File: config.mk
export PLATFORM = sky130hd
export DESIGN_NAME = keypad_entry
export DESIGN_NICKNAME = d
export VERILOG_FILES = /design/src/rtl/keypad_pkg.sv /design/src/rtl/keypad_entry_scan_tick.sv /design/src/rtl/keypad_entry.sv
export SDC_FILE = /design/constraint.sdc
export NUM_CORES = 1
export LEC_CHECK = 0
export CAP_MARGIN = 20
export CORE_MARGIN = 2
export CORE_UTILIZATION = 44
export CTS_BUF_LIST = sky130_fd_sc_hd__clkbuf_4 sky130_fd_sc_hd__clkbuf_8
export DETAILED_ROUTE_END_ITERATION = 7
export PLACE_DENSITY = 0.73
export SYNTH_ARGS = -nofsm -noshare
export SYNTH_HDL_FRONTEND = slang
export SYNTH_HIERARCHICAL = 1
export SYNTH_SLANG_ARGS = --single-unit
File: constraint.sdc
create_clock -name clk -period 1.8 [get_ports clk]
set_input_delay 0.36 -clock clk [delete_from_list [all_inputs] [get_ports clk]]
set_output_delay 0.36 -clock clk [all_outputs]
set_load 0.02 [all_outputs]
File: src/rtl/keypad_pkg.sv
// keypad_pkg: shared definitions for the 4x4 hex keypad entry path.
//   state_t      - scan FSM states (SCAN, DEBOUNCE, HELD)
//   ROW_RESET    - row drive after reset (row 0 driven low)
//   KEY_MAP      - 16 nibbles indexed by {row, col}
//   key_lookup   - hex code of the key at (row, col)
//   row_index    - row number from the active-low one-hot row drive
//   decode_cols  - {hit, col} for a single low column, hit=0 otherwise
package keypad_pkg;

  typedef enum logic [1:0] {
    SCAN     = 2'd0,
    DEBOUNCE = 2'd1,
    HELD     = 2'd2
  } state_t;

  localparam logic [3:0] ROW_RESET = 4'b1110;

  // Nibble {row,col} holds the legend of that key:
  //   r0: 1 2 3 A   r1: 4 5 6 B   r2: 7 8 9 C   r3: E 0 F D
  localparam logic [63:0] KEY_MAP = 64'hDF0E_C987_B654_A321;

  function automatic logic [3:0] key_lookup(input logic [1:0] r, input logic [1:0] c);
    logic [5:0] base;
    base = {r, c, 2'b00};
    return KEY_MAP[base +: 4];
  endfunction

  function automatic logic [1:0] row_index(input logic [3:0] rows);
    logic [1:0] idx;
    case (rows)
      4'b1110: idx = 2'd0;
      4'b1101: idx = 2'd1;
      4'b1011: idx = 2'd2;
      4'b0111: idx = 2'd3;
      default: idx = 2'd0;
    endcase
    return idx;
  endfunction

  // Exactly one low column is a hit; none or several low columns are "no key".
  function automatic logic [2:0] decode_cols(input logic [3:0] cols);
    logic [2:0] res;
    case (cols)
      4'b1110: res = 3'b100;
      4'b1101: res = 3'b101;
      4'b1011: res = 3'b110;
      4'b0111: res = 3'b111;
      default: res = 3'b000;
    endcase
    return res;
  endfunction

endpackage

File: src/rtl/keypad_entry_scan_tick.sv
// scan_tick: free-running divider emitting a one-cycle tick every DIVIDE
// clocks. The first tick appears DIVIDE cycles after reset is released.
//   clk  - system clock
//   rst  - asynchronous active-high reset
//   tick - single-cycle pulse
module scan_tick #(
  parameter int DIVIDE = 4
) (
  input  logic clk,
  input  logic rst,
  output logic tick
);

  localparam int CW = (DIVIDE > 1) ? $clog2(DIVIDE) : 1;
  localparam logic [CW-1:0] LAST = CW'(DIVIDE - 1);

  logic [CW-1:0] cnt;

  always_ff @(posedge clk or posedge rst) begin
    if (rst) begin
      cnt  <= '0;
      tick <= 1'b0;
    end else if (cnt == LAST) begin
      cnt  <= '0;
      tick <= 1'b1;
    end else begin
      cnt  <= cnt + CW'(1);
      tick <= 1'b0;
    end
  end

endmodule

File: src/rtl/keypad_entry.sv
// keypad_entry: scans a 4x4 active-low hex keypad, debounces presses and
// releases, and shifts each accepted digit into a 16-bit value.
//   clk        - system clock
//   rst        - asynchronous active-high reset
//   col_in     - keypad columns, active-low, asynchronous to clk
//   clear      - synchronous pulse, zeroes value
//   row_select - keypad rows, active-low, exactly one low
//   value      - entered digits, newest in [3:0]
//   key_code   - code of the last accepted key
//   key_valid  - one-cycle pulse per accepted key
module keypad_entry
  import keypad_pkg::*;
#(
  parameter int CLOCK_SPEED    = 100000000,
  parameter int SCAN_HZ        = 1000,
  parameter int DEBOUNCE_TICKS = 4
) (
  input  logic        clk,
  input  logic        rst,
  input  logic [3:0]  col_in,
  input  logic        clear,
  output logic [3:0]  row_select,
  output logic [15:0] value,
  output logic [3:0]  key_code,
  output logic        key_valid
);

  localparam int TP    = CLOCK_SPEED / SCAN_HZ;
  localparam int CNT_W = $clog2(DEBOUNCE_TICKS + 1);
  localparam logic [CNT_W-1:0] DB_LAST = CNT_W'(DEBOUNCE_TICKS - 1);

  logic [3:0]       col_p0;
  logic [3:0]       col_p1;
  logic             tick;
  state_t           state;
  logic [1:0]       lat_row;
  logic [1:0]       lat_col;
  logic [CNT_W-1:0] db_cnt;

  logic [2:0] hit_info;
  logic       hit;
  logic [1:0] hit_col;
  logic       same_hit;
  logic       accept;
  logic [3:0] accept_code;

  scan_tick #(.DIVIDE(TP)) u_scan_tick (
    .clk  (clk),
    .rst  (rst),
    .tick (tick)
  );

  // Stage p0/p1: two-flop synchroniser; idle level is all ones.
  always_ff @(posedge clk or posedge rst) begin
    if (rst) begin
      col_p0 <= 4'hF;
      col_p1 <= 4'hF;
    end else begin
      col_p0 <= col_in;
      col_p1 <= col_p0;
    end
  end

  always_comb begin
    hit_info    = decode_cols(col_p1);
    hit         = hit_info[2];
    hit_col     = hit_info[1:0];
    same_hit    = hit && (hit_col == lat_col);
    accept      = tick && (state == DEBOUNCE) && same_hit && (db_cnt == DB_LAST);
    accept_code = key_lookup(lat_row, lat_col);
  end

  always_ff @(posedge clk or posedge rst) begin
    if (rst) begin
      state      <= SCAN;
      row_select <= ROW_RESET;
      lat_row    <= 2'd0;
      lat_col    <= 2'd0;
      db_cnt     <= '0;
      value      <= 16'h0000;
      key_code   <= 4'h0;
      key_valid  <= 1'b0;
    end else begin
      key_valid <= 1'b0;

      // A clear that lands with a new key keeps only that key; a clear in the
      // key_valid cycle likewise keeps the digit that was just entered.
      if (accept) begin
        value <= clear ? {12'h000, accept_code} : {value[11:0], accept_code};
      end else if (clear) begin
        value <= key_valid ? {12'h000, key_code} : 16'h0000;
      end

      if (tick) begin
        case (state)
          SCAN: begin
            if (hit) begin
              lat_row <= row_index(row_select);
              lat_col <= hit_col;
              db_cnt  <= CNT_W'(1);
              state   <= DEBOUNCE;
            end else begin
              row_select <= {row_select[2:0], row_select[3]};
            end
          end
          DEBOUNCE: begin
            if (accept) begin
              key_valid <= 1'b1;
              key_code  <= accept_code;
              db_cnt    <= '0;
              state     <= HELD;
            end else if (same_hit) begin
              db_cnt <= db_cnt + CNT_W'(1);
            end else begin
              db_cnt     <= '0;
              state      <= SCAN;
              row_select <= {row_select[2:0], row_select[3]};
            end
          end
          HELD: begin
            // Only a fully released row counts; anything else restarts the count,
            // so a second key pressed here is ignored until full release.
            if (col_p1 == 4'hF) begin
              if (db_cnt == DB_LAST) begin
                db_cnt     <= '0;
                state      <= SCAN;
                row_select <= {row_select[2:0], row_select[3]};
              end else begin
                db_cnt <= db_cnt + CNT_W'(1);
              end
            end else begin
              db_cnt <= '0;
            end
          end
          default: begin
            db_cnt <= '0;
            state  <= SCAN;
          end
        endcase
      end
    end
  end

endmodule

Yosys cells after proc, flatten, opt, wreduce, memory -nomap -nowiden. Cells that the tools add are included.

Flip-flop bits (word level): 60. Input port bits: 7. Output and inout bits: 25. Logic and storage cells: 76.

Add/sub/neg operators: 2. Equal/unequal tests: 20. Shifts and indexed selects: 1. Muxes and demuxes: 29. Reduce and logical (&&, ||, !) cells: 12.

Operators with widths (count): indexed part select 64 x 7 -> 4 bit, first input constant (1); two-way mux 16 bit (3); equality test 4 bit, second input constant (6); two-way mux 4 bit (6); adder 17 x 1 -> 17 bit, second input constant (1); equality test 17 bit, second input constant (1); two-way mux 17 bit (1); two-way mux 3 bit (5); != test 2 bit, second input constant (6); one-hot mux 2 bit (3 select lines) (2); one-hot mux 3 bit (4 select lines) (1); one-hot mux 4 bit (3 select lines) (1); two-way mux 2 bit (5); one-hot mux 3 bit (3 select lines) (1); equality test 4 x 3 -> 1 bit, second input constant (2); AND reduction 7 bit (1); AND reduction 3 bit (2); AND reduction 5 bit (1); logical AND 1 bit (4); two-way mux 1 bit (4); adder 3 x 1 -> 3 bit, second input constant (1); equality test 3 x 2 -> 1 bit, second input constant (1); != test 3 bit, second input constant (1); nonzero test 3 bit (1); 6 further kinds (6).

Logic depth before layout (Yosys ltp). Gate-level depths: netlist (run 1).

Depth after elaboration: 9. Gate-level depth with buffers: 7. Gate-level depth less buffers: 6.

Modules after synthesis. The synthesis (run 1) kept the hierarchy.

By module, submodules not included: keypad_entry (instances 1, cells an instance 191, area each 2095.8 sq um, seq. area each 1064.8 sq um); scan_tick (instances 1, cells an instance 76, area each 850.8 sq um, seq. area each 450.4 sq um).

Least setup slack after synthesis (run 1). Ideal clock, no wire load.

Path kind: flip-flop to flip-flop. From: reg col_p1[0]. To: reg value[10]. Library setup time: 132 ps. Arrival time: 1800 ps. Required time: 1668 ps. Setup slack: -132 ps. Stages on the path, launching flop included: 8. Path buffers: 2. Period minus slack after synthesis: 1932 ps. Path through: dfstp_2 > buf_2 > and3b_1 > a2bb2o_2 > o2111ai_2 > buf_4 > mux2i_1 > nor2_1.

Word-level cells in the longest chain between the ends: 7. Elaborated cells between the ends (all ways): 11. Those cells by class: 5 x eq/ne; 2 x mux; 4 x reduce/logical.

Ends and longest elaborated chain: from (decl) (RTL line keypad_entry.sv:33) `logic [3:0] col_p1;`; from (signal assigned) (RTL line keypad_entry.sv:60) `col_p1 <= col_p0;`; equality test 4 x 3 -> 1 bit / equality test 4 bit (equally long branches) (RTL line keypad_pkg.sv:43) `case (cols)`; one-hot mux 3 bit (4 select lines) * (RTL line keypad_pkg.sv:43); equality test 2 bit (RTL line keypad_entry.sv:68) `same_hit = hit && (hit_col == lat_col);`; logical AND 1 bit * (RTL line keypad_entry.sv:68); logical AND 1 bit * (2 in a row) (RTL line keypad_entry.sv:69) `accept = tick && (state == DEBOUNCE) && same_hit && (db_cnt == DB_LAST);`; two-way mux 16 bit / nonzero test 2 bit (equally long branches); to (signal assigned) (RTL line keypad_entry.sv:89) `value <= clear ? {12'h000, accept_code} : {value[11:0], accept_code};`; to (signal assigned) (RTL line keypad_entry.sv:91) `value <= key_valid ? {12'h000, key_code} : 16'h0000;`; to (decl) (RTL line keypad_entry.sv:23) `output logic [15:0] value,`.

Mark *: on every way between the ends. The rest lies on a longest branch, timed or not. A chain may end at the register's enable or synchronous reset.

Final worst setup path (run 1).
From: reg col_p1[1]. To: reg row_select[0].

Word-level cells in the longest chain between the ends: 8. Elaborated cells between the ends (all ways): 15. Those cells by class: 10 x eq/ne; 1 x mux; 4 x reduce/logical.

Ends and longest elaborated chain: equality test 4 x 3 -> 1 bit / equality test 4 bit (equally long branches) (RTL line keypad_pkg.sv:43); one-hot mux 3 bit (4 select lines) (RTL line keypad_pkg.sv:43); equality test 2 bit (RTL line keypad_entry.sv:68); logical AND 1 bit (RTL line keypad_entry.sv:68); logical AND 1 bit (2 in a row) (RTL line keypad_entry.sv:69); != test 2 bit (no source line); AND reduction 7 bit (no source line) *; to (signal assigned) (RTL line keypad_entry.sv:103) `row_select <= {row_select[2:0], row_select[3]};`; to (signal assigned) (RTL line keypad_entry.sv:117) `row_select <= {row_select[2:0], row_select[3]};`; to (signal assigned) (RTL line keypad_entry.sv:127) `row_select <= {row_select[2:0], row_select[3]};`; to (decl) (RTL line keypad_entry.sv:22) `output logic [3:0] row_select,`.

Marked as above.

==> metrics.yaml, run 1 <==
status: "finished with violations"
failed_checks: "design-rule violations, negative setup slack"
stdcell_area_sq_mm: 0.00389
path_buf_inv: 2
finalCriticalPeriod_ns: 1.93
synth_nets: 283
async_flop_share_pct: 100
numPortBuffers: 31
fp.dieW_um: 85.8
wl_per_cell_um: 14.3
cp_data_required_time_ns: 2.02
drt_iter0_drc: 96
clk_latency_ns: 0.34
cp_slowest_stage_delay_ns: 0.41
max-vdd-ir-drop_mv: 0.742
post-route-util_pct: 60.5
overflow: 0
via_per_inst: 5.37
crit_fanout: 6
clockBufferDepth: 2
fin_crit_sh_pct: 107
tightest_slew_ns: 0.600
rows: 29
synth_ff_type: "dfrtp_1"
drv_slew: 0
drc: 4
place.gp.congestion: 0.815
final_net_count: 343
setup_viol: 26
diodes: 0
start_kind: "register"
yosysMostFrequentCell: "dfrtp_1"
grt_antenna_before_repair: 0
synth_edf_count: 0
critPathArrivalTime_ns: 2.15
drv_cap: 0
synthCells: 267
ant_nets: 0
gr-usage-all-layers_pct: 17.3
drive_gt1_share_pct: 24.7
clkTransAtPathRegs_ns: 0.07
ios: 32
grt_pass1_vias: 2146
htree_num_levels: 3
hold_viol: 0
max_freq_ghz: 0.519
synth_area_sq_mm: 0.00295
yosys-top-cells-count: "dfrtp_1, nor2_1, nand2_1"
drt_wl_total_um: 5850
postCtsHoldBufs: 0
relSlewSlack_pct: 59.9
die_area_sq_mm: 0.00737
setup_ws_ns: -0.126
syn_to_final_growth_pct: 32.0
yosys_warnings: 6
ys_seq_area_share_pct: 51.4
cpLargestDelayFamily: "compound AO/OA/AOI/OAI gates"
dpl-instance-area_sq_mm: 0.00348
coreArea_sq_mm: 0.00642
cts_buffers: 9
avgSynthCellArea_sq_um: 11.0
grt_start_max_net_pins: 43
initial_core_util_pct: 45.9
cts_root_buffer: "clkbuf_8"
critPathKind: "reg2reg"
vias: 2195
yosysTopAreaCell: "dfrtp_1"
cts_tree: "done"
synthDominantCellAreaShare_pct: 41.6
critPathCaptureType: "register"
crit_path_top_delay_cell: "dfstp_2"
synth_seq_cells: 60
crit_chain: "buf_6, or3b_4, a21oi_4, buf_6, o21ai_4, o21ai_4, mux2_4"
die_h_um: 85.8
clock-sinks: 60
fin_skew_ns: 0.00658
rsz0062_at_grt: "yes"
place_ws_ns: -0.168
leakage_nw: 1.87
yosysUniqueCellTypes: 51
grt_pass1_wl_um: 9920
synth.area.top_cells: "dfrtp_1, dfstp_2, mux2i_1, xnor2_1, ha_1"
min_path_type: "reg2reg"
power_density_mw_per_mm2: 744
dr.pass1.iters: 6
hpwl_um: 3910
## path summary, 6_finish.rpt
check                                         start                            end  slack [ns]  depth (start not counted)
max in group asynchronous                       rst      row_select[2]$_DFFE_PP1P_        1.12                          3
worst min-delay path            col_p0[2]$_DFF_PP1_            col_p1[2]$_DFF_PP1_        0.35                          0
worst max-delay path            col_p1[1]$_DFF_PP1_      row_select[0]$_DFFE_PP0P_       -0.13                          7
worst max register to register  col_p1[1]$_DFF_PP1_      row_select[0]$_DFFE_PP0P_       -0.13                          7
worst min register to register  col_p0[2]$_DFF_PP1_            col_p1[2]$_DFF_PP1_        0.35                          0
min in group asynchronous                       rst  u_scan_tick/cnt[10]$_DFF_PP0_        0.36                          3
## cell usage in the layout (no fill, tap or decap), types with 3 or more instances in the layout
cell type / count
a21oi_1: 8
buf_4: 23
buf_6: 4
clkbuf_8: 9
clkdlybuf4s50_1: 26
dfrtp_1: 49
dfstp_2: 11
dlygate4sd2_1: 3
ha_1: 9
inv_1: 13
mux2_2: 3
mux2_4: 5
mux2i_1: 18
nand2_1: 20
nand3_1: 9
nand4_1: 5
nor2_1: 26
nor2b_1: 6
nor3_1: 7
o21ai_0: 5
xnor2_1: 13
xor2_1: 8
## per-stage QoR
stage | instances | hold WS, ns | setup TNS [ns] | power, W
2_1_floorplan | 267 | 0.299 | 0 | 0.00147
3_3_place_gp | 384 | 0.346 | -1.03 | 0.00153
3_5_place_dp | 384 | 0.347 | -1.50 | 0.00153
4_1_cts | 404 | 0.352 | -1.34 | 0.00293
5_1_grt | 409 | 0.361 | -3.80 | 0.00300
6_report | 409 | 0.354 | -1.90 | 0.00289
## worst reg2reg max path, cell delays in order (launching register included)
cell	delay [ns]
dfstp_2	0.41
buf_6	0.13
or3b_4	0.40
a21oi_4	0.20
buf_6	0.13
o21ai_4	0.07
o21ai_4	0.14
mux2_4	0.32
## metal layers
layer  global-route usage [%]  vias to the layer above  wire length [um]
li1                         -                     1059                 -
met5                        0                        -                 0
met1                     22.0                     1079              2600
met3                     3.66                        8               237
met2                     28.3                       49              2910
met4                     8.08                        0                95
## flip-flops by register name, summed over array words and instances (netlist names)
register and flops:
col_p1 4, u_scan_tick/tick 1, db_cnt 3, row_select 4, key_valid 1, key_code 4
col_p0 4, lat_row 2, u_scan_tick/cnt 17, value 16, state 2, lat_col 2
## layout make-up
class,count,area (sq um)
Sequential cell,60,1520
Clock buffer,9,124
Timing Repair Buffer,60,569
Tap cell,77,96.3
Multi-Input combinational cell,182,1430
Fill cell,511,2530
Inverter,14,52.6
Clock inverter,7,98.8
## cell families (layout without fill, tap and decap cells)
group | after synthesis | after routing | synth area share [%]
buf+inv | 25 | 90 | 3.99
fa+ha+maj | 9 | 9 | 3.82
simple gates | 91 | 91 | 16.9
compound gates | 35 | 35 | 8.41
xor+xnor | 21 | 21 | 6.24
flops | 60 | 60 | 51.4
mux | 26 | 26 | 9.17
## what timing repair did
item,in CTS,in global routing
setup endpoints to repair,32,32
resized for setup,19,12
buffers inserted,4,6
pin swaps,3,5
## power by group
group | switching, W | internal [W] | total [W]
clock network | 0.000577 | 0.000789 | 0.00137
logic | 0.0000728 | 0.0000711 | 0.000144
registers | 0.0000128 | 0.00137 | 0.00138
total | 0.000663 | 0.00223 | 0.00289
No activity file was read; power rests on OpenSTA's default activity.
==> run 2, diff against run 1 <==
--- a/config.mk
+++ b/config.mk
@@ -11,4 +11,5 @@
 export CTS_BUF_LIST = sky130_fd_sc_hd__clkbuf_4 sky130_fd_sc_hd__clkbuf_8
 export DETAILED_ROUTE_END_ITERATION = 7
+export HOLD_SLACK_MARGIN = 0.02
 export PLACE_DENSITY = 0.73
 export SYNTH_ARGS = -nofsm -noshare
==> constraint.sdc (replaced) <==
create_clock -name clk -period 1.8 [get_ports clk]
set_input_delay 0.54 -clock clk [delete_from_list [all_inputs] [get_ports clk]]
set_output_delay 0.54 -clock clk [all_outputs]
set_load 0.02 [all_outputs]
==> metrics.yaml, run 2 (same netlist as run 1, synthesis figures left out) <==
final_common_cell: "dfrtp_1"  # unchanged
setup-tns-final_ns: -0.898  # was -1.90 ns
cp_data_required_time_ns: 2.03  # was 2.02 ns
grt_pass1_vias: 2114  # was 2146
gr-usage-all-layers_pct: 16.6  # was 17.3%
max_freq_ghz: 0.534  # was 0.519 GHz
largest_register_ffs: 17  # unchanged
cts_tree: "done"  # unchanged
status: "finished with violations"  # unchanged
cts_root_buffer: "clkbuf_8"  # unchanged
crit_fanout: 18  # was 6
diodes: 0  # unchanged
drt_wl_total_um: 5460  # was 5850 um
critPathCaptureType: "register"  # unchanged
vias: 2098  # was 2195
fin_skew_ns: 0.0117  # was 0.00658 ns
top_regs: "u_scan_tick/cnt x17, value x16"  # unchanged
cts_buffers: 9  # unchanged
grt_antenna_before_repair: 0  # unchanged
most-common-layout-cells: "dfrtp_1, nor2_1, dlygate4sd2_1"  # was dfrtp_1, nor2_1, clkdlybuf4s50_1
drv_cap: 0  # unchanged
ios: 32  # unchanged
place_inst: 387  # was 384
fp.dieW_um: 85.8  # unchanged
via_per_inst: 5.18  # was 5.37
setup_ws_ns: -0.0728  # was -0.126 ns
setup_viol: 23  # was 26
drive_gt1_share_pct: 22.9  # was 24.7%
max-vdd-ir-drop_mv: 0.520  # was 0.742 mV
syn_to_final_growth_pct: 27.1  # was 32.0%
crit_chain: "or3b_4, a21oi_4, o2111ai_4, buf_12, mux2i_1, nor2_1"  # was buf_6, or3b_4, a21oi_4, buf_6, o21ai_4, o21ai_4, mux2_4
failed_checks: "design-rule violations, negative setup slack"  # unchanged
rsz0062_at_grt: "yes"  # unchanged
cp_slowest_stage_delay_ns: 0.56  # was 0.41 ns
min_path_type: "reg2reg"  # unchanged
hpwl_um: 3820  # was 3910 um
grt_pass1_wl_um: 9630  # was 9920 um
coreArea_sq_mm: 0.00642  # unchanged
place.gp.congestion: 0.814  # was 0.815
final_cells: 405  # was 409
rows: 29  # unchanged
initial_core_util_pct: 45.9  # unchanged
ant_nets: 0  # unchanged
finalCriticalPeriod_ns: 1.87  # was 1.93 ns
leakage_nw: 1.87  # about the same
tightest_slew_ns: 0.468  # was 0.600 ns
clk_latency_ns: 0.34  # about the same
power_density_mw_per_mm2: 730  # was 744 mW/mm^2
critPathKind: "reg2reg"  # unchanged
clockBufferDepth: 2  # unchanged
grt_start_max_net_pins: 43  # unchanged
start_kind: "register"  # unchanged
relSlewSlack_pct: 68.7  # was 59.9%
drt_iter0_drc: 69  # was 96
overflow: 0  # unchanged
htree_num_levels: 3  # unchanged
clock-sinks: 60  # unchanged
place_ws_ns: -0.109  # was -0.168 ns
drc: 4  # unchanged
die_area_sq_mm: 0.00737  # unchanged
wl_per_cell_um: 13.5  # was 14.3 um
power_w: 0.00274  # was 0.00289 W
fin_crit_sh_pct: 104  # was 107%
critPathArrivalTime_ns: 2.10  # was 2.15 ns
hold_viol: 0  # unchanged
drv_slew: 0  # unchanged
final_net_count: 339  # was 343
dr.pass1.iters: 6  # unchanged
clkTransAtPathRegs_ns: 0.07  # about the same
numPortBuffers: 31  # unchanged
top_register: "u_scan_tick/cnt"  # unchanged
crit_path_top_delay_cell: "dfstp_2"  # unchanged
die_h_um: 85.8  # unchanged
[run 2: per-layer routing]
metal | GRT usage (%) | vias up | wire [um] | part of all wire (%)
li1 | - | 1046 | - | -
met1 | 22.2 | 1005 | 2630 | 48
met2 | 26.1 | 40 | 2540 | 46
met3 | 4.14 | 7 | 217 | 4.0
met4 | 6.93 | 0 | 71 | 1.3
met5 | 0 | - | 0 | 0
[run 2: cell type report]
cell class                 count  area, sq um
clock inverter                 7         75.1
clock buffer                   9          124
tap                           77         96.3
inverter                      14         52.6
sequential                    60         1520
multi-input combinational    182         1380
timing repair buffer          56          498
fill                         554         2680
[run 2: timing repair]
item / in CTS / in global routing
resized for setup: 31 / 9
pin swaps: 0 / 3
hold endpoints to repair: 0 / 0
hold buffers: 0 / 0
setup endpoints to repair: 54 / 32
buffers inserted: 1 / 1
[run 2: stage by stage]
stage                     utilization, %  area, sq um  hold slack, ns
after floorplan                        -         2970           0.345
after detailed placement            54.6         3510           0.347
after CTS                           57.7         3710           0.357
after global placement              54.6         3510           0.347
after global routing                58.3         3740           0.359
final                               58.3         3740           0.356
[run 2: worst max-delay path: cells and delay by family (launching register included)]
family	cells	cell delay, ns
flops	1	0.56
simple gates	2	0.45
buf+inv	1	0.21
compound gates	2	0.38
mux	1	0.16
[run 2: where the power goes]
part           total [W]  switching (W)  internal (W)
Sequential       0.00138      0.0000131       0.00137
Clock            0.00123       0.000578      0.000648
Combinational   0.000127      0.0000679     0.0000586
Total            0.00274       0.000659       0.00208
[run 2: worst paths after layout]
kind | endpoint | slack (ns) | startpoint | cells after the start
worst min register to register | col_p1[3]$_DFF_PP1_ | 0.36 | col_p0[3]$_DFF_PP1_ | 0
worst max register to register | value[7]$_DFFE_PP0P_ | -0.07 | col_p1[3]$_DFF_PP1_ | 6
worst max-delay path | value[7]$_DFFE_PP0P_ | -0.07 | col_p1[3]$_DFF_PP1_ | 6
worst min-delay path | col_p1[3]$_DFF_PP1_ | 0.36 | col_p0[3]$_DFF_PP1_ | 0
max in group asynchronous | row_select[2]$_DFFE_PP1P_ | 0.95 | rst | 3
min in group asynchronous | u_scan_tick/cnt[2]$_DFF_PP0_ | 0.53 | rst | 3
==> run 3, diff against run 2 <==
Settings changed: PLACE_DENSITY 0.73 to 0.71.
Clock period 1.8 ns to 2 ns, I/O delays scaled along.
==> metrics.yaml, run 3 (same netlist as run 1, synthesis figures left out) <==
most-common-layout-cells: "dfrtp_1, nor2_1, nand2_1, clkdlybuf4s50_1, mux2i_1"  # was dfrtp_1, nor2_1, dlygate4sd2_1
clockBufferDepth: 2  # unchanged
critPathArrivalTime_ns: 2.21  # was 2.10 ns
setup_viol: 0  # was 23
clk_latency_ns: 0.34  # about the same
max-vdd-ir-drop_mv: 0.633  # was 0.520 mV
critPathKind: "reg2reg"  # unchanged
startpoint: "col_p1[3]$_DFF_PP1_"  # unchanged
hold_viol: 0  # unchanged
die_area_sq_mm: 0.00737  # unchanged
grt_pass1_vias: 2013  # was 2114
cp_data_required_time_ns: 2.23  # was 2.03 ns
tightest_slew_ns: 0.511  # was 0.468 ns
final_common_cell: "dfrtp_1"  # unchanged
grtUsageMet2_pct: 26.4  # was 26.1%
start_kind: "register"  # unchanged
r2r_cells: 7  # was 6
drt_iter0_drc: 95  # was 69
via_per_inst: 5.26  # was 5.18
place_ws_ns: 0.0141  # was -0.109 ns
rr_endpoint: "value[13]$_DFFE_PP0P_"  # was value[7]$_DFFE_PP0P_
hpwl_um: 3780  # was 3820 um
ant_nets: 0  # unchanged
top_register: "u_scan_tick/cnt"  # unchanged
numPortBuffers: 31  # unchanged
syn_to_final_growth_pct: 30.0  # was 27.1%
die_h_um: 85.8  # unchanged
vias: 2114  # was 2098
power_w: 0.00264  # was 0.00274 W
wl_per_cell_um: 14.2  # was 13.5 um
overflow: 0  # unchanged
leakage_nw: 1.91  # was 1.87 nW
grt_antenna_before_repair: 0  # unchanged
setup_ws_ns: 0.0252  # was -0.0728 ns
setup-tns-final_ns: 0  # was -0.898 ns
largest_register_ffs: 17  # unchanged
post-route-util_pct: 59.6  # was 58.3%
place.gp.congestion: 0.830  # was 0.814
grt_start_max_net_pins: 43  # unchanged
finalCriticalPeriod_ns: 1.97  # was 1.87 ns
grtUsageMet3_pct: 6.93  # was 4.14%
postCtsHoldBufs: 0  # unchanged
rsz0062_at_grt: "yes"  # unchanged
fp.dieW_um: 85.8  # unchanged
ios: 32  # unchanged
use_met1_pct: 20.8  # was 22.2%
max_freq_ghz: 0.506  # was 0.534 GHz
crit_fanout: 5  # was 18
drc: 5  # was 4
gr-usage-all-layers_pct: 16.7  # was 16.6%
drv_cap: 0  # unchanged
cts_tree: "done"  # unchanged
stdcell_area_sq_mm: 0.00383  # was 0.00374 sq mm
grt_busiest_layer: "met2"  # unchanged
cts_buffers: 9  # unchanged
crit_chain: "or3b_4, a21oi_4, o2111ai_4, buf_4, clkbuf_16, mux2i_1, nor2_1"  # was or3b_4, a21oi_4, o2111ai_4, buf_12, mux2i_1, nor2_1
clock-sinks: 60  # unchanged
grt_pass1_wl_um: 9590  # was 9630 um
critPathCaptureType: "register"  # unchanged
crit_path_top_delay_cell: "dfstp_2"  # unchanged
fin_skew_ns: 0.00976  # was 0.0117 ns
cpLargestDelayFamily: "flip-flops"  # unchanged
worst-path-stages: 7  # was 6
top_regs: "u_scan_tick/cnt x17, value x16"  # unchanged
drv_slew: 0  # unchanged
status: "finished with violations"  # unchanged
htree_num_levels: 3  # unchanged
path_buf_inv: 2  # was 1
dpl-instance-area_sq_mm: 0.00339  # was 0.00351 sq mm
drt_wl_total_um: 5710  # was 5460 um
power_density_mw_per_mm2: 688  # was 730 mW/mm^2
endpoint: "value[13]$_DFFE_PP0P_"  # was value[7]$_DFFE_PP0P_
initial_core_util_pct: 45.9  # unchanged
fin_crit_sh_pct: 98.7  # was 104%
min_path_type: "reg2reg"  # unchanged
rows: 29  # unchanged
cp_slowest_stage_delay_ns: 0.53  # was 0.56 ns
failed_checks: "design-rule violations"  # was design-rule violations, negative setup slack
drive_gt1_share_pct: 22.2  # was 22.9%
dr.pass1.iters: 6  # unchanged
rrSetupSlack_ns: 0.03  # was -0.07 ns
diodes: 0  # unchanged
cts_root_buffer: "clkbuf_8"  # unchanged
coreArea_sq_mm: 0.00642  # unchanged
relSlewSlack_pct: 65.8  # was 68.7%
final_net_count: 336  # was 339
clkTransAtPathRegs_ns: 0.07  # about the same
r2r-start: "col_p1[3]$_DFF_PP1_"  # unchanged
run 3: timing repair:
item,4_1_cts,5_1_grt
gates cloned,0,3
setup buffers,0,9
gates resized for setup,6,24
setup endpoints to repair,12,27
pin swaps,0,5
run 3: how the worst min path moves through the flow:
stage	from	endpoint	slack, ns	depth (start not counted)
2_1_floorplan	col_p0[0]$_DFF_PP1_	col_p1[0]$_DFF_PP1_	0.35	0
3_3_place_gp	col_p0[1]$_DFF_PP1_	col_p1[1]$_DFF_PP1_	0.35	0
3_5_place_dp	col_p0[3]$_DFF_PP1_	col_p1[3]$_DFF_PP1_	0.35	0
4_1_cts	col_p0[3]$_DFF_PP1_	col_p1[3]$_DFF_PP1_	0.35	0
5_1_grt	col_p0[3]$_DFF_PP1_	col_p1[3]$_DFF_PP1_	0.35	0
6_report	col_p0[1]$_DFF_PP1_	col_p1[1]$_DFF_PP1_	0.35	0
run 3: routing by layer:
metal,part of all wire [%],vias up,wire (um)
met1,46,1019,2610
li1,-,1045,-
met4,1.3,0,77
met3,3.8,8,219
met5,0,-,0
met2,49,42,2810
run 3: report_power, final:
part | switching [W] | total, W | internal (W) | leakage [nW]
registers | 0.0000104 | 0.00124 | 0.00123 | 0.781
logic | 0.0000621 | 0.000114 | 0.0000522 | 1.01
clock network | 0.000460 | 0.00128 | 0.000818 | 0.119
total | 0.000532 | 0.00264 | 0.00210 | 1.91
run 3: worst register-to-register path, delay by kind of cell (launching register included):
family	cells	cell delay, ns
AOI/OAI and AO/OA	2	0.40
DFF	1	0.53
buffers and inverters	2	0.36
and+or+nand+nor	2	0.44
muxes	1	0.15
run 3: layout make-up:
cell class,count,area [sq um]
inverter,14,52.6
fill,509,2590
tap,77,96.3
timing repair buffer,53,556
clock inverter,3,67.6
sequential,60,1520
multi-input combinational,182,1370
clock buffer,13,173
run 3: metrics by stage:
stage	hold slack [ns]	instances
3_5_place_dp	0.347	374
4_1_cts	0.351	390
5_1_grt	0.350	402
3_3_place_gp	0.346	374
2_1_floorplan	0.345	267
6_report	0.351	402
